===== src/rtl/fetch_unit_pkg.sv =====
// +----------------------------------------------------------------------+
// | fetch_unit_pkg : bus/address constants shared by the fetch front end  |
// | Rev 1.0                                                               |
// +----------------------------------------------------------------------+
`default_nettype none

`ifndef WORD
`define WORD 15:0
`endif
`ifndef RAM_START
`define RAM_START 16'h0000
`endif
`ifndef RAM_END
`define RAM_END 16'h8000
`endif

package fetch_unit_pkg;

    localparam int BUS_WORD_SIZE = 16;
    localparam int FETCH_DEPTH   = 4;

    localparam logic [BUS_WORD_SIZE-1:0] RAM_START_ADDR = `RAM_START;
    localparam logic [BUS_WORD_SIZE-1:0] RAM_END_ADDR   = `RAM_END;

endpackage

`default_nettype wire


===== src/rtl/fetch_unit_fifo.sv =====
// +----------------------------------------------------------------------+
// | fetch_fifo : DEPTH-entry prefetch FIFO with flush and async reset     |
// | Rev 1.0                                                               |
// +----------------------------------------------------------------------+
`default_nettype none

module fetch_fifo #(
    parameter int DEPTH = 4,
    parameter int WIDTH = 32
) (
    input  logic                     clk,
    input  logic                     reset,
    input  logic                     flush,
    input  logic                     push,
    input  logic                     pop,
    input  logic [WIDTH-1:0]         push_data,
    output logic [WIDTH-1:0]         head,
    output logic [$clog2(DEPTH):0]   count
);

    localparam int AW = $clog2(DEPTH);
    localparam int CW = AW + 1;

    logic [WIDTH-1:0] mem [DEPTH];
    logic [AW-1:0]    rd_ptr;
    logic [AW-1:0]    wr_ptr;

    // DEPTH is a power of two, so pointers wrap by plain overflow.
    always_ff @(posedge clk or posedge reset) begin
        if (reset) begin
            rd_ptr <= '0;
            wr_ptr <= '0;
            count  <= '0;
            for (int i = 0; i < DEPTH; i++) begin
                mem[i] <= '0;
            end
        end else if (flush) begin
            rd_ptr <= '0;
            wr_ptr <= '0;
            count  <= '0;
        end else begin
            if (push) begin
                mem[wr_ptr] <= push_data;
                wr_ptr      <= wr_ptr + 1'b1;
            end
            if (pop) begin
                rd_ptr <= rd_ptr + 1'b1;
            end
            count <= count + CW'(push) - CW'(pop);
        end
    end

    assign head = mem[rd_ptr];

endmodule

`default_nettype wire


===== src/rtl/fetch_unit.sv =====
// +----------------------------------------------------------------------+
// | fetch_unit : sequential instruction fetch with prefetch FIFO/jumps.   |
// | Optional macro FETCH_FAULT_EN adds a sticky fetch-range fault. Rev 1.0|
// +----------------------------------------------------------------------+
`default_nettype none

module fetch_unit
    import fetch_unit_pkg::*;
#(
    parameter int                   WORD_SIZE    = BUS_WORD_SIZE,
    parameter int                   DEPTH        = FETCH_DEPTH,
    parameter logic [WORD_SIZE-1:0] RESET_VECTOR = '0
`ifdef FETCH_FAULT_EN
    ,
    parameter logic [WORD_SIZE-1:0] FETCH_LO     = WORD_SIZE'(RAM_START_ADDR),
    parameter logic [WORD_SIZE-1:0] FETCH_HI     = WORD_SIZE'(RAM_END_ADDR)
`endif
) (
    input  logic                 reset,
    input  logic                 read_clk,
    output logic [WORD_SIZE-1:0] read_bus,
    output logic                 read_bus_en,
    input  logic                 bus_grant,
    input  logic [WORD_SIZE-1:0] data_bus,
    input  logic                 jump_en,
    input  logic [WORD_SIZE-1:0] jump_addr,
    output logic [WORD_SIZE-1:0] instr,
    output logic [WORD_SIZE-1:0] instr_addr,
    output logic                 instr_valid,
    input  logic                 instr_ready
`ifdef FETCH_FAULT_EN
    ,
    output logic                 fetch_fault
`endif
);

    localparam int CW = $clog2(DEPTH) + 1;

    logic [WORD_SIZE-1:0]   fetch_pc;
    logic [WORD_SIZE-1:0]   issued_addr;
    logic                   inflight;
    logic [CW-1:0]          count;
    logic [2*WORD_SIZE-1:0] head;
    logic [CW:0]            occupancy;
    logic                   pop;
    logic                   space_ok;
    logic                   attempt;
    logic                   issue;

    assign instr_valid = (count != '0);
    assign pop         = instr_valid & instr_ready;

    // The in-flight word already owns a slot, so it counts toward occupancy.
    assign occupancy = {1'b0, count} + (CW+1)'(inflight) - (CW+1)'(pop);
    assign space_ok  = (occupancy < (CW+1)'(DEPTH));
    assign attempt   = bus_grant & space_ok & ~jump_en;

`ifdef FETCH_FAULT_EN
    logic fault;
    logic in_range;

    assign in_range    = (fetch_pc >= FETCH_LO) && (fetch_pc < FETCH_HI);
    assign issue       = attempt & in_range & ~fault;
    assign fetch_fault = fault;

    always_ff @(posedge read_clk or posedge reset) begin
        if (reset) begin
            fault <= 1'b0;
        end else if (jump_en) begin
            fault <= 1'b0;
        end else if (attempt & ~in_range) begin
            fault <= 1'b1;
        end
    end
`else
    assign issue = attempt;
`endif

    always_ff @(posedge read_clk or posedge reset) begin
        if (reset) begin
            fetch_pc    <= RESET_VECTOR;
            issued_addr <= '0;
            inflight    <= 1'b0;
            read_bus_en <= 1'b0;
            read_bus    <= '0;
        end else if (jump_en) begin
            fetch_pc    <= jump_addr;
            inflight    <= 1'b0;
            read_bus_en <= 1'b0;
            read_bus    <= '0;
        end else if (issue) begin
            read_bus    <= fetch_pc;
            read_bus_en <= 1'b1;
            issued_addr <= fetch_pc;
            inflight    <= 1'b1;
            fetch_pc    <= fetch_pc + 1'b1;
        end else begin
            read_bus_en <= 1'b0;
            read_bus    <= '0;
            inflight    <= 1'b0;
        end
    end

    // A jump voids both the returning word and any same-cycle pop.
    fetch_fifo #(
        .DEPTH (DEPTH),
        .WIDTH (2*WORD_SIZE)
    ) u_fifo (
        .clk       (read_clk),
        .reset     (reset),
        .flush     (jump_en),
        .push      (inflight & ~jump_en),
        .pop       (pop & ~jump_en),
        .push_data ({data_bus, issued_addr}),
        .head      (head),
        .count     (count)
    );

    assign instr      = head[2*WORD_SIZE-1:WORD_SIZE];
    assign instr_addr = head[WORD_SIZE-1:0];

endmodule

`default_nettype wire


===== config.mk =====
export PLATFORM = sky130hd
export DESIGN_NAME = fetch_unit
export DESIGN_NICKNAME = d
export VERILOG_FILES = /design/src/rtl/fetch_unit_pkg.sv /design/src/rtl/fetch_unit_fifo.sv /design/src/rtl/fetch_unit.sv
export SDC_FILE = /design/constraint.sdc
export NUM_CORES = 1
export LEC_CHECK = 0
export ABC_AREA = 1
export CORE_AREA = 2 2 157 159
export DETAILED_ROUTE_END_ITERATION = 12
export DIE_AREA = 0 0 159 161
export MAX_ROUTING_LAYER = met4
export PLACE_DENSITY = 0.57
export REMOVE_ABC_BUFFERS = 1
export SETUP_SLACK_MARGIN = 0.15
export SYNTH_ARGS = -nofsm -noshare
export SYNTH_HDL_FRONTEND = slang
export SYNTH_SLANG_ARGS = --single-unit

===== constraint.sdc =====
create_clock -name read_clk -period 8.5 [get_ports read_clk]
set_clock_uncertainty 0.05 [all_clocks]
set_input_delay 2.55 -clock read_clk [delete_from_list [all_inputs] [get_ports read_clk]]
set_output_delay 2.55 -clock read_clk [all_outputs]
set_load 0.03 [all_outputs]

After elaboration in Yosys (flattened, before gate mapping)
Cells that the tools add are included.
{"block": "word_totals", "regBits": 184, "in_bits": 37, "output_inout_bits": 50}
{"block": "op_classes", "add_sub_neg": 7, "n_lt_le_gt_ge": 4, "muxes": 17, "bitwise_logic": 8, "reduce_logical": 7}
{"op": "$bwmux W128", "count": 1}
{"op": "$mux W32", "count": 3}
{"op": "$bmux W32 S2", "count": 1}
{"op": "$demux W32 S2", "count": 1}
{"op": "$mux W16", "count": 4}
{"op": "$add A16 B1 Y16 const B", "count": 1}
{"op": "$mux W2", "count": 4}
{"op": "$ge A3 B3 Y1 const B", "count": 2}
{"op": "$not A2 Y3", "count": 2}
{"op": "$reduce_bool A2 Y1", "count": 3}
{"op": "$and A1 B1 Y1", "count": 5}
{"op": "$add A2 B1 Y2 const B", "count": 2}
{"op": "$add A3 B1 Y4", "count": 1}
{"op": "$lt A4 B3 Y1 const B", "count": 1}
{"op": "$reduce_and A2 Y1", "count": 2}
{"op": "$sub A4 B1 Y4", "count": 1}
{"op": "$add A3 B1 Y3", "count": 1}
{"op": "$lt A3 B1 Y1 const B", "count": 1}
{"op": "$mux W3", "count": 1}
{"op": "$reduce_bool A3 Y1", "count": 1}
{"op": "$sub A3 B1 Y3", "count": 1}
{"op": "$mux W1", "count": 2}
{"op": "$logic_and A1 B1 Y1", "count": 1}
{"op": "$not A1 Y1", "count": 1}

Logic depth before layout (Yosys ltp)
{"block": "depth", "depth_word": 8, "ltp_mapped": 16, "depth_no_buf": 15}

Hierarchy
From an unflattened synthesis, not the netlist that was laid out.
{"block": "hier_totals", "hier_cells": 1059, "hier_area_um2": 8951.1}
{"mod": "fetch_fifo", "n_inst": 1, "cells_each": 734, "area_per_inst_um2": 6453.7, "seq_area_each_um2": 3378.2}
{"mod": "fetch_unit", "n_inst": 1, "cells_each": 325, "area_per_inst_um2": 2497.4, "seq_area_each_um2": 1226.2}

Least setup slack after synthesis
No wires, ideal clock.
{"block": "synth_timing", "path_kind": "input port to flip-flop", "startpoint": "in jump_en", "endpoint": "reg u_fifo.count[2]", "setup_ns": 0.123, "arrival_ns": 4.151, "t_required_ns": 8.327, "slack_ns": 4.176, "path_stages": 10, "n_path_buf": 2, "cell_sequence": "buf_2 clkbuf_1 nor2_1 ha_1 inv_1 ha_1 inv_1 fa_1 o21ai_0 a21oi_1"}
{"block": "synth_via", "elab_chain_len": 5}
{"element": "start: declaration", "line": "fetch_unit.sv:25", "text": "input logic jump_en,"}
{"element": "$not A1 Y1 (no source line)"}
{"element": "$and A1 B1 Y1", "line": "fetch_unit.sv:112", "text": ".push (inflight & ~jump_en),"}
{"element": "$add A3 B1 Y3", "line": "fetch_unit_fifo.sv:49", "text": "count <= count + CW'(push) - CW'(pop);"}
{"element": "$sub A3 B1 Y3", "line": "fetch_unit_fifo.sv:49"}
{"element": "$mux W3 (*)", "line": "fetch_unit_fifo.sv:37", "text": "end else if (flush) begin"}
{"element": "end signal: assignment", "line": "fetch_unit_fifo.sv:49"}
{"element": "end: declaration", "line": "fetch_unit_fifo.sv:18", "text": "output logic [$clog2(DEPTH):0] count"}
Every way passes the cells marked *; elsewhere a longest branch is shown, timed or not.
A chain may end at the register's enable or synchronous reset.

Final worst setup path
{"block": "layout_timing", "startpoint": "reg u_fifo.rd_ptr[1]", "endpoint": "out instr_addr[5]"}
{"block": "layout_via", "elab_chain_len": 4}
{"element": "start: declaration", "line": "fetch_unit_fifo.sv:25", "text": "logic [AW-1:0] rd_ptr;"}
{"element": "start signal: assignment", "line": "fetch_unit_fifo.sv:47", "text": "rd_ptr <= rd_ptr + 1'b1;"}
{"element": "$not A2 Y3 (implied by the code)", "line": "fetch_unit_fifo.sv:53", "text": "assign head = mem[rd_ptr];"}
{"element": "$bmux W32 S2", "line": "fetch_unit_fifo.sv:53"}
{"element": "$mux W32 (implied by the code) (2 in a row)", "line": "fetch_unit_fifo.sv:53"}
{"element": "end: declaration", "line": "fetch_unit.sv:28", "text": "output logic [WORD_SIZE-1:0] instr_addr,"}
Every way passes these cells. The select of a mux whose other input is x is not followed.

==> summary.md <==
| Metric | Value |
|---|---|
| Status | finished clean |
| Ports | 87 |
| Initial antenna violation count | 0 |
| Clock root cell | clkbuf_16 |
| Clk_lat worst skew | 0.43 ns |
| Port Buf Inserts | 86 |
| Top_reg_cell synth | dfrtp_1 |
| DP HPWL | 12.4 mm |
| CP Class | flip-flop to output pin |
| First-pass DRT Iterations | 5 |
| Post-detailed-route wirelength per cell | 14.5 µm |
| Drt total wl | 20.0 mm |
| Nets@finish | 1094 |
| Synthesized instance count | 988 |
| Worst Setup Slack, final | 2.47 ns |
| Final hold viol count | 0 |
| First-pass GRT wire length | 33.6 mm |
| R2r endpoint | issued_addr[3] |
| Share of post-route cells with drive strength above 1 | 4.82% |
| Post-layout util | 41.6% |
| Met2 wire len | 9.04 mm |
| Via Count | 6564 |
| Synth cell count leaders | nand2_1, o21ai_0, dfrtp_1, nor2_1, inv_1 |
| CP startpoint kind | flip-flop |
| CP required | 5.90 ns |
| Worst Path Max Fanout | 34 |
| Worst slew pin tran | 1.16 ns |
| Max IR drop VDD | 135 µV |
| Slew Viols, Final | 0 |
| Placer Congestion | 0.825 |
| Vias in the first global route | 6531 |
| TNS Setup | 0 ns |
| Vias per inst | 4.75 |
| Crit. End Element | output pin |
| DR top layer | met4 |
| Row count | 57 |
| Clock Tree Buf Depth | 2 |
| Hold depth | 2 |
| EDFF count, synth | 0 |
| Hold path start | issued_addr[12] |
| Antenna Violating Nets Remaining | 0 |
| Area growth syn-to-layout | 20.8% |
| CTS Buf Count | 17 |
| Worst r2r path cells | 15 |
| Pin count of the biggest net entering global routing | 72 |
| Post-place setup slack | 2.85 ns |
| CTS H-tree lvls | 4 |
| Setup Viol. Count Final | 0 |
| Floorplan core area | 24000 µm² |
| Worst EP arrival | 3.43 ns |
| Synth Cell Area | 8260 µm² |
| Met3 WL post-DR | 780 µm |
| Synth area leaders | dfrtp_1, nand2_1, o21ai_0 |
| Post-CTS Resized | 0 |
| Grt ovf | 0 |
| Hold crit path type | flip-flop to flip-flop |
| Post-synthesis register bit count | 184 |
| Synth cell types | 23 |
| Yosys top cell by area | dfrtp_1 |
| Post-CTS Hold Buffers | 0 |
| Max-cap violation count | 0 |
| R2R Setup Slk | 5.87 ns |
| Hold Path Sink | issued_addr[12] |
| Register area share after synthesis | 55.8% |
| N_diodes | 0 |
| Max frequency | 0.166 GHz |
| GRT Total Usage | 16.9% |
| Tcrit/Tclk final | 71.0% |
| Most frequent cell after synthesis | nand2_1 |
| Leak | 4.86 nW |
| Avg Inst Size Synth | 8.36 µm² |
| Horiz. Die Dim | 159 µm |
| Clock-pin slew on the worst setup and hold paths | 0.07 ns |
| TritonCTS clock tree | built |
| Die area | 25600 µm² |
| Worst Setup SP | u_fifo.rd_ptr[1] |
| Power, Total | 0.00357 W |
| Post-synthesis async set-or-reset flop share | 100% |
| Slew HR | 22.6% |
| Synthesis Warnings | 0 |
| Chip height | 161 µm |
| Initial DRC count | 456 |
| Post-CTS Repair Setup Buffers | 0 |
| Post-synth top area share | 55.8% |
| Tmin final | 6.03 ns |
| Worst r2r src | u_fifo.count[1] |
| RSZ-0062 raised after global routing | false |
| Metal1 wirelength | 9.73 mm |
| DRC errors left | 0 |
| Initial Util | 34.5% |
| P per Cell Area | 358 nW/µm² |
| Clock net sink count | 184 |
-- sequential cells by signal (all words and copies together) (netlist names) --
register	count
issued_addr	16
fetch_pc	16
read_bus	16
u_fifo.count	3
u_fifo.wr_ptr	2
u_fifo.mem	128
u_fifo.rd_ptr	2
inflight	1
-- per-stage QoR --
stage / cells / area [µm²] / hold WS [ns]
6_report: 1382 / 9970 / 0.424
5_1_grt: 1382 / 9970 / 0.448
4_1_cts: 1382 / 9970 / 0.429
3_5_place_dp: 1351 / 9340 / 0.412
3_3_place_gp: 1351 / 9340 / 0.407
2_1_floorplan: 934 / 8020 / 0.392
-- area by class of cell --
class | instances | area (µm²)
clock buffers | 19 | 443
clock inverters | 12 | 189
fillers | 2520 | 14000
inverters | 83 | 317
multi-input cells | 667 | 3100
flip-flops and latches | 184 | 4610
well taps | 324 | 405
repair buffers | 93 | 913
-- worst max-delay path by stage --
| stage | to | slack (ns) |
|---|---|---|
| 6_report | instr_addr[5] | 2.47 |
| 5_1_grt | instr[8] | 2.12 |
| 4_1_cts | instr[0] | 2.38 |
| 3_5_place_dp | instr[0] | 2.85 |
| 3_3_place_gp | instr_addr[7] | 3.03 |
| 2_1_floorplan | fetch_pc[0] | 0.90 |
-- worst max-delay path, stage by stage (launching register included) --
cell	delay, ns
dfrtp_1	0.79
inv_1	1.07
o21ai_0	0.24
o22ai_1	0.20
clkdlybuf4s50_1	0.70
-- report_power, final --
| group | switching (W) | internal [W] | total, W |
|---|---|---|---|
| logic | 0.000893 | 0.000527 | 0.00142 |
| registers | 0.000172 | 0.00113 | 0.00130 |
| clock network | 0.000347 | 0.000504 | 0.000852 |
-- layer usage --
layer  vias up  track usage, %
met5         -               -
met2       134            25.6
met1      3089            22.5
li1       3312               -
met4         0            6.53
met3        29            3.08
-- cell families (layout without fill, tap and decap cells) --
| group | count (synthesis) | after routing | synth area share [%] |
|---|---|---|---|
| flops | 184 | 184 | 55.8 |
| buf+inv | 137 | 207 | 6.70 |
| fa+ha+maj | 11 | 11 | 1.76 |
| compound gates | 248 | 248 | 15.7 |
| simple gates | 408 | 408 | 20.0 |
-- cells in the final DEF (no fill, tap or decap) --
master | synthesis | routed
nand2_1 | 272 | 272
o21ai_0 | 200 | 200
dfrtp_1 | 184 | 183
clkdlybuf4s50_1 | 0 | 86
nor2_1 | 85 | 85
inv_1 | 83 | 81
nand3_1 | 36 | 36
o22ai_1 | 32 | 32
clkbuf_16 | 0 | 17
ha_1 | 10 | 10
a21oi_1 | 7 | 7
buf_4 | 2 | 7
nand2_2 | 5 | 5
o21ai_1 | 5 | 5
nand4_1 | 5 | 5
inv_6 | 0 | 4
bufinv_16 | 0 | 4
o21bai_1 | 3 | 3
clkinvlp_4 | 0 | 3
nor2_4 | 2 | 2
inv_2 | 0 | 1
nand3_4 | 1 | 1
nor2_8 | 1 | 1
nand2_4 | 1 | 1
o21ai_4 | 1 | 1
fa_1 | 1 | 1
clkbuf_8 | 0 | 1
clkinv_4 | 0 | 1
inv_8 | 0 | 1
clkbuf_1 | 42 | 1
dfrtp_2 | 0 | 1
(Power assumes the default switching activity.)
